File: src/rtl/spi_pkg.sv
// Shared types for the SPI master: FSM encoding, transfer mode and the
// slave-select index width helper.
package spi_pkg;

    typedef enum logic [1:0] {
        ST_IDLE  = 2'd0,
        ST_SETUP = 2'd1,
        ST_XFER  = 2'd2,
        ST_HOLD  = 2'd3
    } state_e;

    typedef struct packed {
        logic cpol;
        logic cpha;
    } mode_t;

    // A single slave still needs a one-bit index port.
    function automatic int unsigned sel_width(input int unsigned nss);
        return (nss > 1) ? $clog2(nss) : 1;
    endfunction

endpackage

File: src/rtl/spi_clkdiv.sv
// SCLK half-period generator: one-cycle tick every div_i+1 clocks while
// enabled; the count restarts whenever the enable is low.
module spi_clkdiv
#(
    parameter int unsigned DIVW = 8
) (
    input  logic            clk_i,
    input  logic            rst_i,
    input  logic            en_i,
    input  logic [DIVW-1:0] div_i,
    output logic            half_tick_c
);

    logic [DIVW-1:0] cnt_q;
    logic [DIVW-1:0] cnt_d;

    always_comb begin
        half_tick_c = en_i && (cnt_q == div_i);
        cnt_d       = cnt_q + DIVW'(1);
        if (!en_i || half_tick_c) begin
            cnt_d = '0;
        end
    end

    always_ff @(posedge clk_i) begin
        if (rst_i) begin
            cnt_q <= '0;
        end else begin
            cnt_q <= cnt_d;
        end
    end

endmodule

File: src/rtl/spi_ctrl.sv
// SPI master with configurable width, slave count, mode, SCLK divider and
// bit order; CPU-facing load/unload strobes with rx_valid/overrun status.
module spi_ctrl
    import spi_pkg::*;
#(
    parameter int unsigned DW   = 8,
    parameter int unsigned NSS  = 2,
    parameter int unsigned DIVW = 8
) (
    input  logic                        clock_in,
    input  logic                        reset,
    input  logic                        load,
    input  logic                        unload,
    input  logic [DW-1:0]               datain,
    input  logic [sel_width(NSS)-1:0]   sel,
    input  logic                        cpol,
    input  logic                        cpha,
    input  logic                        lsb_first,
    input  logic [DIVW-1:0]             div,
    output logic [DW-1:0]               dataout,
    output logic                        busy,
    output logic                        rx_valid,
    output logic                        overrun,
    output logic                        sclk,
    output logic                        mosi,
    input  logic                        miso,
    output logic [NSS-1:0]              ssn_out
);

    localparam int unsigned HW = $clog2(2 * DW);

    state_e          state_q, state_d;
    mode_t           mode_q, mode_d;
    logic            lsb_q, lsb_d;
    logic [DIVW-1:0] div_q, div_d;
    logic [DW-1:0]   tx_q, tx_d;
    logic [DW-1:0]   rx_q, rx_d;
    logic [HW-1:0]   hcnt_q, hcnt_d;
    logic            sclk_q, sclk_d;
    logic            mosi_q, mosi_d;
    logic [NSS-1:0]  ssn_q, ssn_d;
    logic            busy_q, busy_d;
    logic            rx_valid_q, rx_valid_d;
    logic            overrun_q, overrun_d;
    logic [DW-1:0]   dataout_q, dataout_d;

    logic            half_tick;
    logic            lead_c;
    logic            trail_c;
    logic [DW-1:0]   din_ord_c;
    logic [DW-1:0]   rx_ord_c;
    logic [NSS-1:0]  ssn_sel_c;

    spi_clkdiv #(
        .DIVW (DIVW)
    ) u_clkdiv (
        .clk_i       (clock_in),
        .rst_i       (reset),
        .en_i        (state_q != ST_IDLE),
        .div_i       (div_q),
        .half_tick_c (half_tick)
    );

    // Both shift registers always work MSB-end first; order is fixed up here.
    always_comb begin
        din_ord_c = datain;
        rx_ord_c  = rx_q;
        if (lsb_first) begin
            for (int unsigned i = 0; i < DW; i++) begin
                din_ord_c[i] = datain[DW-1-i];
            end
        end
        if (lsb_q) begin
            for (int unsigned i = 0; i < DW; i++) begin
                rx_ord_c[i] = rx_q[DW-1-i];
            end
        end
    end

    // An out-of-range index matches no bit, so every select stays high.
    always_comb begin
        ssn_sel_c = '1;
        for (int unsigned i = 0; i < NSS; i++) begin
            if (32'(sel) == i) begin
                ssn_sel_c[i] = 1'b0;
            end
        end
    end

    always_comb begin
        state_d    = state_q;
        mode_d     = mode_q;
        lsb_d      = lsb_q;
        div_d      = div_q;
        tx_d       = tx_q;
        rx_d       = rx_q;
        hcnt_d     = hcnt_q;
        sclk_d     = sclk_q;
        mosi_d     = mosi_q;
        ssn_d      = ssn_q;
        busy_d     = busy_q;
        rx_valid_d = rx_valid_q;
        overrun_d  = overrun_q;
        dataout_d  = dataout_q;
        lead_c     = 1'b0;
        trail_c    = 1'b0;

        if (unload) begin
            rx_valid_d = 1'b0;
            overrun_d  = 1'b0;
        end

        case (state_q)
            ST_IDLE: begin
                sclk_d = cpol;
                if (load) begin
                    state_d = ST_SETUP;
                    busy_d  = 1'b1;
                    mode_d  = '{cpol: cpol, cpha: cpha};
                    lsb_d   = lsb_first;
                    div_d   = div;
                    hcnt_d  = '0;
                    rx_d    = '0;
                    ssn_d   = ssn_sel_c;
                    if (!cpha) begin
                        mosi_d = din_ord_c[DW-1];
                        tx_d   = din_ord_c << 1;
                    end else begin
                        tx_d   = din_ord_c;
                    end
                end
            end
            ST_SETUP: begin
                if (half_tick) begin
                    state_d = ST_XFER;
                    lead_c  = 1'b1;
                end
            end
            ST_XFER: begin
                // Edge at the start of each XFER half-period; even ones lead.
                if (half_tick) begin
                    if (hcnt_q == HW'(2 * DW - 1)) begin
                        state_d = ST_HOLD;
                    end else begin
                        hcnt_d  = hcnt_q + HW'(1);
                        lead_c  = hcnt_q[0];
                        trail_c = ~hcnt_q[0];
                    end
                end
            end
            ST_HOLD: begin
                if (half_tick) begin
                    state_d    = ST_IDLE;
                    busy_d     = 1'b0;
                    ssn_d      = '1;
                    sclk_d     = mode_q.cpol;
                    dataout_d  = rx_ord_c;
                    rx_valid_d = 1'b1;
                    // A same-cycle unload consumed the old word: nothing lost.
                    overrun_d  = overrun_q | (rx_valid_q & ~unload);
                end
            end
            default: begin
                state_d = ST_IDLE;
            end
        endcase

        if (lead_c || trail_c) begin
            sclk_d = ~sclk_q;
        end
        if ((lead_c && mode_q.cpha) || (trail_c && !mode_q.cpha)) begin
            mosi_d = tx_q[DW-1];
            tx_d   = tx_q << 1;
        end
        if ((lead_c && !mode_q.cpha) || (trail_c && mode_q.cpha)) begin
            rx_d = {rx_q[DW-2:0], miso};
        end
    end

    always_ff @(posedge clock_in) begin
        if (reset) begin
            state_q    <= ST_IDLE;
            mode_q     <= '0;
            lsb_q      <= 1'b0;
            div_q      <= '0;
            tx_q       <= '0;
            rx_q       <= '0;
            hcnt_q     <= '0;
            sclk_q     <= 1'b0;
            mosi_q     <= 1'b0;
            ssn_q      <= '1;
            busy_q     <= 1'b0;
            rx_valid_q <= 1'b0;
            overrun_q  <= 1'b0;
            dataout_q  <= '0;
        end else begin
            state_q    <= state_d;
            mode_q     <= mode_d;
            lsb_q      <= lsb_d;
            div_q      <= div_d;
            tx_q       <= tx_d;
            rx_q       <= rx_d;
            hcnt_q     <= hcnt_d;
            sclk_q     <= sclk_d;
            mosi_q     <= mosi_d;
            ssn_q      <= ssn_d;
            busy_q     <= busy_d;
            rx_valid_q <= rx_valid_d;
            overrun_q  <= overrun_d;
            dataout_q  <= dataout_d;
        end
    end

    assign dataout  = dataout_q;
    assign busy     = busy_q;
    assign rx_valid = rx_valid_q;
    assign overrun  = overrun_q;
    assign sclk     = sclk_q;
    assign mosi     = mosi_q;
    assign ssn_out  = ssn_q;

endmodule

File: config.mk
export PLATFORM = sky130hd
export DESIGN_NAME = spi_ctrl
export DESIGN_NICKNAME = d
export VERILOG_FILES = /design/src/rtl/spi_pkg.sv /design/src/rtl/spi_clkdiv.sv /design/src/rtl/spi_ctrl.sv
export SDC_FILE = /design/constraint.sdc
export NUM_CORES = 1
export LEC_CHECK = 0
export BUFFER_PORTS_ARGS = -buffer_cell sky130_fd_sc_hd__buf_2
export CAP_MARGIN = 40
export CORE_UTILIZATION = 55
export DETAILED_ROUTE_END_ITERATION = 8
export PLACE_DENSITY = 0.77
export SLEW_MARGIN = 40
export SYNTH_ARGS = -nofsm -noshare
export SYNTH_HDL_FRONTEND = slang
export SYNTH_SLANG_ARGS = --single-unit
File: constraint.sdc
create_clock -name clock_in -period 2.2 [get_ports clock_in]
set_input_delay 0.22 -clock clock_in [delete_from_list [all_inputs] [get_ports clock_in]]
set_output_delay 0.22 -clock clock_in [all_outputs]
set_load 0.02 [all_outputs]
* Yosys cells after proc, flatten, opt, wreduce, memory -nomap -nowiden *
Index checks and enable logic that the tools add are counted.

storage, ports and cells
  memory bits (writable) = 0
  latch bits = 0
  input bits = 25
  word-level logic and storage cells = 115
  bits in registers = 56
  ROM bits = 0
  memories kept = 0

operators by class
  $lt $le $gt $ge = 0
  multipliers = 0
  $add $sub $neg = 2
  bitwise logic cells = 5
  divide/modulo/power cells = 0
  eq/ne operators = 13
  mux-type cells = 47
  reduce and logical (&&, ||, !) cells = 31
  shift operators = 0

operator list
  kind                                                           number
  8-bit 2-to-1 mux                                               9
  1-bit 2-to-1 mux                                               22
  2-bit 2-to-1 mux                                               7
  2-bit nonzero test                                             7
  4-bit 2-to-1 mux                                               3
  2-bit != test, second input constant                           6
  2-bit AND reduction                                            5
  8-bit by 1-bit adder with 8-bit output, second input constant  1
  8-bit equality test                                            1
  2-bit case mux with 4 select lines                             1
  4-bit case mux with 2 select lines                             1
  1-bit case mux with 2 select lines                             3
  3-bit AND reduction                                            2
  1-bit logical AND                                              5
  5-bit AND reduction                                            1
  4-bit by 1-bit adder with 4-bit output, second input constant  1
  2-bit equality test, second input constant                     2
  4-bit equality test, second input constant                     1
  1-bit logical OR                                               4
  2-bit case mux with 2 select lines                             1
  4-bit AND reduction                                            1
  2-bit OR reduction                                             2
  3-bit != test, second input constant                           1
  1-bit NOT                                                      3
  7 further kinds                                                8

* Longest topological paths before layout *
Gate-level depths: netlist of the first run.

  word-level depth = 8
  mapped depth = 8

* Cells and area by module *
Synthesis of the first run repeated with hierarchy kept, for this count alone.

second synthesis, totals
  cell total of the unflattened synthesis = 324
  area total of the unflattened synthesis = 2991.6 µm²

modules (own cells, without submodules)
  module      cells each  seq. area each (µm²)  instances  area an instance (µm²)
  spi_ctrl    277         960.9                 1          2514.9
  spi_clkdiv  47          160.2                 1          476.7

* Least setup slack after synthesis of the first run *
No wires, ideal clock.

  path kind = register to register
  start = register hcnt_q[0]
  end = register rx_q[6]
  stages on the path, launching flop included = 8
  setup time = 0.116 ns
  setup slack = 0.359 ns
  path buffers = 1
  arrival time = 1.726 ns
  data required time = 2.084 ns
  cells stage by stage = dfxtp_1 > ha_1 > nand3_1 > a31o_1 > a32o_2 > and2_4 > buf_6 > a31o_1

on the way
  cells in the longest elaborated chain, start to end = 8
  elaborated cells between the ends (all ways) = 15
  those cells by class = eq/ne (1); mux (7); bitwise (1); reduce/logical (6)

RTL lines
  what                                                                           line                              RTL
  start, declared                                                                spi_ctrl.sv:38                    logic [HW-1:0] hcnt_q, hcnt_d;
  start signal, assigned                                                         spi_ctrl.sv:203                   hcnt_q <= hcnt_d;
  4-bit equality test / 1-bit NOT (equally long branches)                        spi_ctrl.sv:142, spi_ctrl.sv:147
  1-bit 2-to-1 mux                                                               spi_ctrl.sv:142                   if (hcnt_q == HW'(2 * DW - 1)) begin
  1-bit 2-to-1 mux                                                               spi_ctrl.sv:141                   if (half_tick) begin
  1-bit case mux with 2 select lines / 1-bit 2-to-1 mux (equally long branches)  spi_ctrl.sv:113                   case (state_q)
  1-bit logical AND                                                              spi_ctrl.sv:175                   if ((lead_c && !mode_q.cpha) || (trail_c && mode_q.cpha)) begin
  1-bit logical OR (*)                                                           spi_ctrl.sv:175
  2-bit nonzero test (no source line)                                            -
  2-bit AND reduction (no source line)                                           -
  end signal, assigned                                                           spi_ctrl.sv:202                   rx_q <= rx_d;
  end, declared                                                                  spi_ctrl.sv:37                    logic [DW-1:0] rx_q, rx_d;

Every way passes the cells marked *; elsewhere a longest branch is shown, timed or not.
A chain may end at the register's enable or synchronous reset.

* Worst setup path in the final report of the first run *
  start = register hcnt_q[0]
  end = register tx_q[0]

on the way
  cells in the longest elaborated chain, start to end = 7
  elaborated cells between the ends (all ways) = 12
  those cells by class = eq/ne (1); mux (6); bitwise (1); reduce/logical (4)

RTL lines
  what                                                                           line                              RTL
  4-bit equality test / 1-bit NOT (equally long branches)                        spi_ctrl.sv:142, spi_ctrl.sv:147
  1-bit 2-to-1 mux                                                               spi_ctrl.sv:142
  1-bit 2-to-1 mux                                                               spi_ctrl.sv:141
  1-bit case mux with 2 select lines / 1-bit 2-to-1 mux (equally long branches)  spi_ctrl.sv:113
  1-bit logical AND                                                              spi_ctrl.sv:171                   if ((lead_c && mode_q.cpha) || (trail_c && !mode_q.cpha)) begin
  1-bit logical OR (*)                                                           spi_ctrl.sv:171
  2-bit OR reduction (no source line) (*)                                        -
  end signal, assigned                                                           spi_ctrl.sv:201                   tx_q <= tx_d;
  end, declared                                                                  spi_ctrl.sv:36                    logic [DW-1:0] tx_q, tx_d;

Marked as above.

==> flow_summary.toml, run 1 <==
[drt]
drtIter0Drc = 198
wl_per_cell_um = 13.6
vias_per_cell = 5.69
num_vias = 2453
dr.pass1.iters = 4
postRouteAntennaNets = 0
drc_errors = 0
routed_wl_um = 5870

[sta]
worst_pin_slew_ns = 0.544
slew_viol_final = 0
fin_worst_skew_ns = 0.00774
slew_headroom = 0.637
rsz0062_at_grt = "false"
hold_viol_final = 0
max_freq_mhz = 503
timing.final.crit_share = 0.904
setup_viol = 0
final.min_clock_period_ns = 1.99
setup_tns_ns = 0

[synth]
ys_types = 57
ys.flop_type = "dfxtp_1"
synth_cells = 329
synth_area_sq_um = 2880
syn-num-nets = 360
syn_avg_cell_area_sq_um = 8.76
yosysWarnings = 0
synth_edf_count = 0
yosys_register_bits = 56
async_flop_share = 0
yosys.area.top_type = "dfxtp_1"
seq_area_frac_synth = 0.389
post-synth-top-count-cell = "dfxtp_1"
synth_top_cells_by_area = "dfxtp_1, mux2i_1, nand2_1, nor2_1, a21oi_1"
synth_top_cell_area_share = 0.389
synth_common_cells = "dfxtp_1, nand2_1, nor2_1"

[grt]
grt_usage = 0.230
overflow = 0
grt_pass1_vias = 2238
grt_antenna_before_repair = 0
grt_pass1_wl_um = 9990
grt_max_degree = 24

[setup_path]
path_cells = "ha_1 -> nand3_1 -> a31o_1 -> a32oi_2 -> nor2_1 -> o32ai_1"
crit_type = "reg -> reg"
reg2reg_slack_ns = 0.21
slowest_delay_ns = 0.47
cp-end-kind = "register"
timing.rr.start = "hcnt_q[0]"
critPathSlowestCell = "dfxtp_1"
rr_worst_depth = 6
r2r_end = "tx_q[0]"
arrival_ns = 2.20
crit_required_ns = 2.41
crit_fanout = 8
startpoint_type = "register"

[floorplanning]
core_area_sq_um = 4880
io_pins = 40
die_y_um = 74.4
die_area_sq_um = 5530
initial_core_util = 0.591
placementRows = 25
die_x_um = 74.4

[power_and_ir_drop]
cellPowerDensity_nw_per_um2 = 880
fin_total_pwr_uw = 2830
power_leakage_uw = 0.00121
peakVddDrop_mv = 0.598

[cts]
cts_tree = "built"
cts-root-buf = "clkbuf_8"
cts_buffer_depth = 2
clk_pin_slew_ns = 0.10
cts_buffers = 5
holdBufCountCts = 0
cts-htree-levels = 2
cts_resized = 0
clk_latency_ns = 0.31
cts.sinks = 56
post-cts-setup-buffer-count = 0

[worst_hold_path]
worst_hold_startpoint = "unload"
min_path_type = "in -> reg"
holdPathStages = 2
holdPathEnd = "overrun"

[cells_and_area]
nNetsFinal = 395
final_cells = 431
drive_above_1_share = 0.212
area_growth_pct = 11.6
n_antenna_cell = 0

[placement]
placedCellCount = 424
io_buffers = 39
hpwlAfterDp_um = 4350
gp_congestion = 0.884

[run_status]
status = "finished, final reports clean"

[run]
maxCapViolCount = 0
==> sequential cells by signal, summed over array words and instances, names as in the netlist <==
signal,cells
tx_q,8
busy,1
rx_valid,1
u_clkdiv.cnt_q,8
ssn_out,2
mosi,1
overrun,1
state_q,2
sclk,1
hcnt_q,4
lsb_q,1
rx_q,8
mode_q,2
dataout,8
div_q,8
==> per-stage QoR <==
| stage | worst slack [ns] | util | area (sq um) | hold WS [ns] |
|---|---|---|---|---|
| after floorplan | 0.359 | - | 2880 | 0.312 |
| after detailed placement | 0.237 | 0.642 | 3130 | 0.423 |
| after global placement | 0.291 | 0.642 | 3130 | 0.415 |
| final | 0.211 | 0.659 | 3220 | 0.0943 |
| after global routing | 0.0612 | 0.659 | 3220 | 0.103 |
| after CTS | 0.229 | 0.659 | 3220 | 0.0915 |
==> per-layer routing <==
| metal | up-vias | wire length (um) | GRT usage |
|---|---|---|---|
| met5 | - | 0 | 0 |
| met2 | 60 | 2680 | 0.389 |
| met1 | 1127 | 2870 | 0.306 |
| met4 | 0 | 48 | 0.0461 |
| met3 | 6 | 271 | 0.0447 |
| li1 | 1260 | - | - |
==> critical path: cells and delay by family (launching register included) <==
family	cells	cell delay, ns
compound gates	3	0.98
flops	1	0.47
simple gates	2	0.24
fa+ha+maj	1	0.21
==> worst max-delay path by stage <==
stage | cells past startpoint | slack, ns | end | start
after floorplan | 7 | 0.36 | rx_q[6] | hcnt_q[0]
after detailed placement | 6 | 0.24 | tx_q[0] | hcnt_q[0]
after global routing | 6 | 0.06 | tx_q[0] | hcnt_q[0]
after CTS | 6 | 0.23 | tx_q[0] | hcnt_q[0]
final | 6 | 0.21 | tx_q[0] | hcnt_q[0]
after global placement | 6 | 0.29 | mosi | hcnt_q[0]
==> final cells by class <==
cell class,count,area (sq um)
clock inverters,2,16.3
clock buffers,5,68.8
repair buffers,48,263
fillers,436,1660
multi-input cells,243,1630
inverters,10,37.5
well taps,67,83.8
flip-flops and latches,56,1120
==> placed cells by master (no fill, tap or decap), types with 5 or more instances in the layout <==
cell type  netlist  final
a211oi_1        10     10
a21oi_1         19     19
a311oi_1         6      6
buf_2            1     39
buf_4            1      9
clkbuf_8         0      5
dfxtp_1         56     56
ha_1             6      6
inv_1           10     10
mux2i_1         19     19
nand2_1         45     45
nand3_1         19     19
nor2_1          27     27
nor3_1           7      7
o21ai_0         10     10
xnor2_1          6      6
xor2_1           5      5
==> kinds of logic (layout without fill, tap and decap cells) <==
group | count (synthesis) | count (layout) | synth area share
buffers and inverters | 30 | 65 | 0.0464
XOR/XNOR | 15 | 15 | 0.0560
adder cells (fa/ha/maj) | 6 | 6 | 0.0260
multiplexers | 21 | 21 | 0.0777
AO/OA/AOI/OAI | 75 | 75 | 0.191
flip-flops | 56 | 56 | 0.389
AND/OR/NAND/NOR | 126 | 126 | 0.214
==> report_power, final <==
part,switching [uW],internal [uW]
clock,335,223
combinational,638,388
sequential,109,1140
No activity file was read; power rests on OpenSTA's default activity.
==> inputs of run 2 (changes only) <==
Settings changed: SETUP_SLACK_MARGIN from default to 0.5.
==> run 2 against run 1 <==
Effect of this change: design area up 14%; total power up 17%; sequential power up 4%; sequential share of layout area down 3.3 points; via count up 5.2%; fmax up 18%; register-to-register slack better by 0.30 ns; clock power up 2%; die area unchanged; sequential cell count unchanged; cell count up 3.5%; critical path type unchanged; largest cell class unchanged; largest power group is now combinational cells.
==> flow_summary.toml, run 2 (synthesis gave the netlist of run 1 again) <==
[grt]
grt_usage = 0.230
grt_max_degree = 22
grt_antenna_before_repair = 0
grt_pass1_wl_um = 9820
grt_pass1_vias = 2098
overflow = 0

[floorplanning]
core_area_sq_um = 4880
initial_core_util = 0.591
die_x_um = 74.4
placementRows = 25
die_y_um = 74.4
io_pins = 40
die_area_sq_um = 5530

[sta]
timing.final.crit_share = 0.767
fin_worst_skew_ns = 0.00646
rsz0062_at_grt = "true"
final.min_clock_period_ns = 1.69
setup_ws_ns = 0.513
hold_viol_final = 0
slew_headroom = 0.678
max_freq_mhz = 593
slew_viol_final = 0
setup_tns_ns = 0
setup_viol = 0
worst_pin_slew_ns = 0.482

[drt]
vias_per_cell = 5.79
dr.pass1.iters = 4
routed_wl_um = 6710
postRouteAntennaNets = 0
num_vias = 2581
drc_errors = 0
drtIter0Drc = 154
wl_per_cell_um = 15.0

[power_and_ir_drop]
power_leakage_uw = 0.00133
peakVddDrop_mv = 0.605
cellPowerDensity_nw_per_um2 = 907

[worst_hold_path]
min_path_type = "in -> reg"

[setup_path]
crit_fanout = 8
arrival_ns = 1.92
startpoint_type = "register"
cp-end-kind = "register"
crit_type = "reg -> reg"
crit_required_ns = 2.44

[cells_and_area]
num-fill-cells = 369
drive_above_1_share = 0.375
final_cell_mix = "nand2_1, dfxtp_1, buf_2"
area_growth_pct = 26.9
nNetsFinal = 409
layout_commonest_cell = "nand2_1"
n_antenna_cell = 0

[placement]
io_buffers = 39
gp_congestion = 0.820
place_ws_ns = 0.166
hpwlAfterDp_um = 4230

[run]
maxCapViolCount = 0

[cts]
cts_buffer_depth = 2
cts-root-buf = "clkbuf_8"
cts_buffers = 5
clk_latency_ns = 0.31
cts_tree = "built"
clk_pin_slew_ns = 0.10
cts-htree-levels = 2
cts.sinks = 56

[run_status]
status = "finished, final reports clean"
==> run 2: changes by cell type in the layout (fill, tap and decap cells not counted), moves of 3 or more <==
cell      change
dfxtp_2      +10
xnor2_2       +4
ha_1          -5
nor3_1        -3
buf_4         +9
nor2_1        -3
xnor2_1       -4
dfxtp_1      -15
inv_1         -3
buf_6         +3
a311oi_2      +4
ha_4          +5
a311oi_1      -4
dfxtp_4       +5
==> run 2: report_power, final <==
group	total, uW	leakage, uW	internal (uW)	switching [uW]
Sequential	1300	0.000464	1150	144
Clock	571	0.0000414	228	344
Combinational	1450	0.000824	642	806
==> run 2: per-layer routing <==
metal	GRT usage	wire (um)
met1	0.306	3020
met5	0	0
met4	0.0524	110
met3	0.0407	234
met2	0.389	3350
==> run 2: stage by stage <==
stage | hold WS (ns) | util | power [uW] | cells | instance area (sq um)
2_1_floorplan | 0.312 | - | 2020 | 329 | 2900
3_3_place_gp | 0.411 | 0.642 | 2230 | 422 | 3130
3_5_place_dp | 0.415 | 0.642 | 2260 | 422 | 3130
4_1_cts | 0.0897 | 0.686 | 2990 | 434 | 3350
5_1_grt | 0.0874 | 0.749 | 3480 | 446 | 3660
6_report | 0.0879 | 0.749 | 3320 | 446 | 3660
==> run 2: worst paths after layout <==
check / startpoint / end / slack [ns] / depth (start not counted)
min: unload / overrun / 0.09 / 2
min reg2reg: u_clkdiv.cnt_q[0] / u_clkdiv.cnt_q[0] / 0.48 / 1
max: u_clkdiv.cnt_q[1] / rx_q[1] / 0.51 / 7
max reg2reg: u_clkdiv.cnt_q[1] / rx_q[1] / 0.51 / 7
==> run 2: final cells by class <==
| cell class | instances | area, sq um | share of cell area |
|---|---|---|---|
| multi-input combinational | 243 | 1880 | 0.515 |
| sequential | 56 | 1150 | 0.315 |
| timing repair buffer | 62 | 404 | 0.111 |
| tap | 67 | 83.8 | 0.0229 |
| clock buffer | 6 | 72.6 | 0.0198 |
| inverter | 10 | 46.3 | 0.0127 |
| clock inverter | 2 | 16.3 | 0.00445 |
==> run 2: timing repair <==
action,in CTS,in global routing
setup endpoints to repair,46,41
buffers inserted,4,11
hold buffers,0,0
cloned,0,1
pin swaps,6,9
resized for setup,20,49
==> run 2: worst max-delay path, cell delays in order, from the launching register on <==
cell and delay [ns]:
dfxtp_4 0.38, xnor2_2 0.16, nand4_1 0.14, buf_6 0.15
nor3_4 0.19, buf_6 0.16, and2_4 0.22, mux2i_1 0.21
==> inputs of run 3 (changes only) <==
Settings changed: CORE_UTILIZATION 55 to 51, PLACE_DENSITY 0.77 to 0.75.
Clock period 2.2 ns to 1.5 ns, I/O delays scaled along.
==> run 3 against run 2 <==
Effect of this change: the flow now finishes with violations (setup timing); die area is 7.6% higher; first-iteration DRC count grew 23%; sequential share of layout area down 3.7 points; fmax shrank 3.8%; total power increased by 68%; setup slack got worse by 0.77 ns; design area up 14%.
==> flow_summary.toml, run 3 (synthesis gave the netlist of run 1 again) <==
[drt]
postRouteAntennaNets = 0
drc_errors = 0
dr.pass1.iters = 4
vias_per_cell = 5.72
routed_wl_um = 7790
drtIter0Drc = 189
wl_per_cell_um = 16.0
num_vias = 2793

[cts]
clk_latency_ns = 0.33
cts_buffers = 5
cts_buffer_depth = 2
clk_pin_slew_ns = 0.10
cts_tree = "built"
cts-htree-levels = 2
cts-root-buf = "clkbuf_8"
holdBufCountCts = 0
cts.sinks = 56

[setup_path]
timing.rr.start = "state_q[1]"
reg2reg_slack_ns = -0.25
rr_worst_depth = 7
crit_type = "reg -> reg"
arrival_ns = 1.98
crit_fanout = 8
r2r_end = "state_q[1]"
crit_required_ns = 1.72
cp-end-kind = "register"
startpoint_type = "register"

[sta]
final.min_clock_period_ns = 1.75
slew_headroom = 0.651
hold_ws_ns = 0.00310
setup_viol = 32
timing.final.crit_share = 1.17
slew_viol_final = 0
worst_pin_slew_ns = 0.520
fin_worst_skew_ns = 0.0109
rsz0062_at_grt = "true"
setup_ws_ns = -0.254
max_freq_mhz = 570
hold_viol_final = 0

[placement]
place_area_sq_um = 3540
gp_congestion = 0.876
io_buffers = 39
hpwlAfterDp_um = 4840

[run_status]
violations = "setup timing"
status = "finished with violations"

[power_and_ir_drop]
switchingPower_uw = 2170
cellPowerDensity_nw_per_um2 = 1340
power_leakage_uw = 0.00159
switching_share = 0.389
intPower_uw = 3410
peakVddDrop_mv = 0.768
p_seq_frac = 0.339
comb_power_share = 0.503
fin_total_pwr_uw = 5580
clock_power_share = 0.158

[worst_hold_path]
worst_hold_startpoint = "unload"
holdPathEnd = "overrun"
holdPathStages = 2
min_path_type = "in -> reg"

[floorplanning]
placementRows = 27
io_pins = 40
die_x_um = 77.2
die_y_um = 77.2
core_area_sq_um = 5470
die_area_sq_um = 5960
initial_core_util = 0.527

[grt]
grt_max_degree = 26
overflow = 0
grt_pass1_wl_um = 12300
grt_pass1_vias = 2641
grt_antenna_before_repair = 0
grt_usage = 0.259

[cells_and_area]
area.sequential_sq_um = 1160
multi_input_area_sq_um = 2020
n_antenna_cell = 0
design_area_sq_um = 4180
nNetsFinal = 446
layout_commonest_cell = "buf_4"
final_cell_mix = "buf_4, nand2_1, dfxtp_1, buf_2, dfxtp_2"
drive_above_1_share = 0.534
area_growth_pct = 44.9
num-fill-cells = 391

[run]
maxCapViolCount = 0
==> run 3: cell types whose count changed in the layout (fill, tap and decap cells not counted), moves of 11 or more <==
| cell | delta |
|---|---|
| buf_6 | +11 |
| dfxtp_2 | +12 |
| nand2_1 | -11 |
| dfxtp_1 | -11 |
| buf_4 | +33 |
==> run 3: area by class of cell <==
cell class	count	area share
multi-input combinational	243	0.483
sequential	56	0.279
timing repair buffer	99	0.184
tap	72	0.0216
clock buffer	5	0.0165
inverter	10	0.0102
clock inverter	3	0.00539
==> run 3: timing repair <==
action,CTS,global route
buffers inserted,7,11
gates cloned,1,0
pin swaps,36,11
resized for setup,62,47
endpoints found under the setup margin,58,64
==> run 3: routing by layer <==
layer | track usage | part of all wire | vias to the layer above
met3 | 0.0417 | 0.033 | 19
li1 | - | - | 1356
met5 | 0 | 0 | -
met1 | 0.312 | 0.43 | 1329
met4 | 0.108 | 0.026 | 0
met2 | 0.452 | 0.51 | 89
==> run 3: per-stage QoR <==
step,setup slack (ns),utilization,setup TNS (ns),std cells
global placement,-0.0781,0.648,-1.01,461
global route,-0.282,0.763,-5.55,488
detailed placement,-0.133,0.648,-2.73,461
floorplan,-0.131,-,-1.00,329
finish,-0.254,0.763,-2.68,488
CTS,-0.115,0.714,-1.72,477
==> run 3: power groups by stage <==
stage	logic, uW	registers (uW)	clock network, uW
after detailed placement	2010	1880	0
final	2810	1890	880
after global routing	2970	1910	926
after CTS	2380	1870	874
after floorplan	1320	1900	0
after global placement	1970	1870	0
==> run 3: worst max-delay path by stage <==
stage                    start          to  slack (ns)  depth (start not counted)
floorplan           state_q[0]     rx_q[6]       -0.13                          7
global placement     hcnt_q[1]        mosi       -0.08                          6
detailed placement   hcnt_q[1]     tx_q[0]       -0.13                          7
CTS                 state_q[0]     tx_q[0]       -0.11                          7
global route        state_q[1]  state_q[1]       -0.28                          7
finish              state_q[1]  state_q[1]       -0.25                          7
==> run 3: worst max-delay path: stages (launching register included) <==
cell       delay [ns]
dfxtp_4          0.41
inv_4            0.05
ha_4             0.20
inv_4            0.09
nor2_2           0.05
nor4_2           0.46
a2111oi_0        0.15
a31o_2           0.24
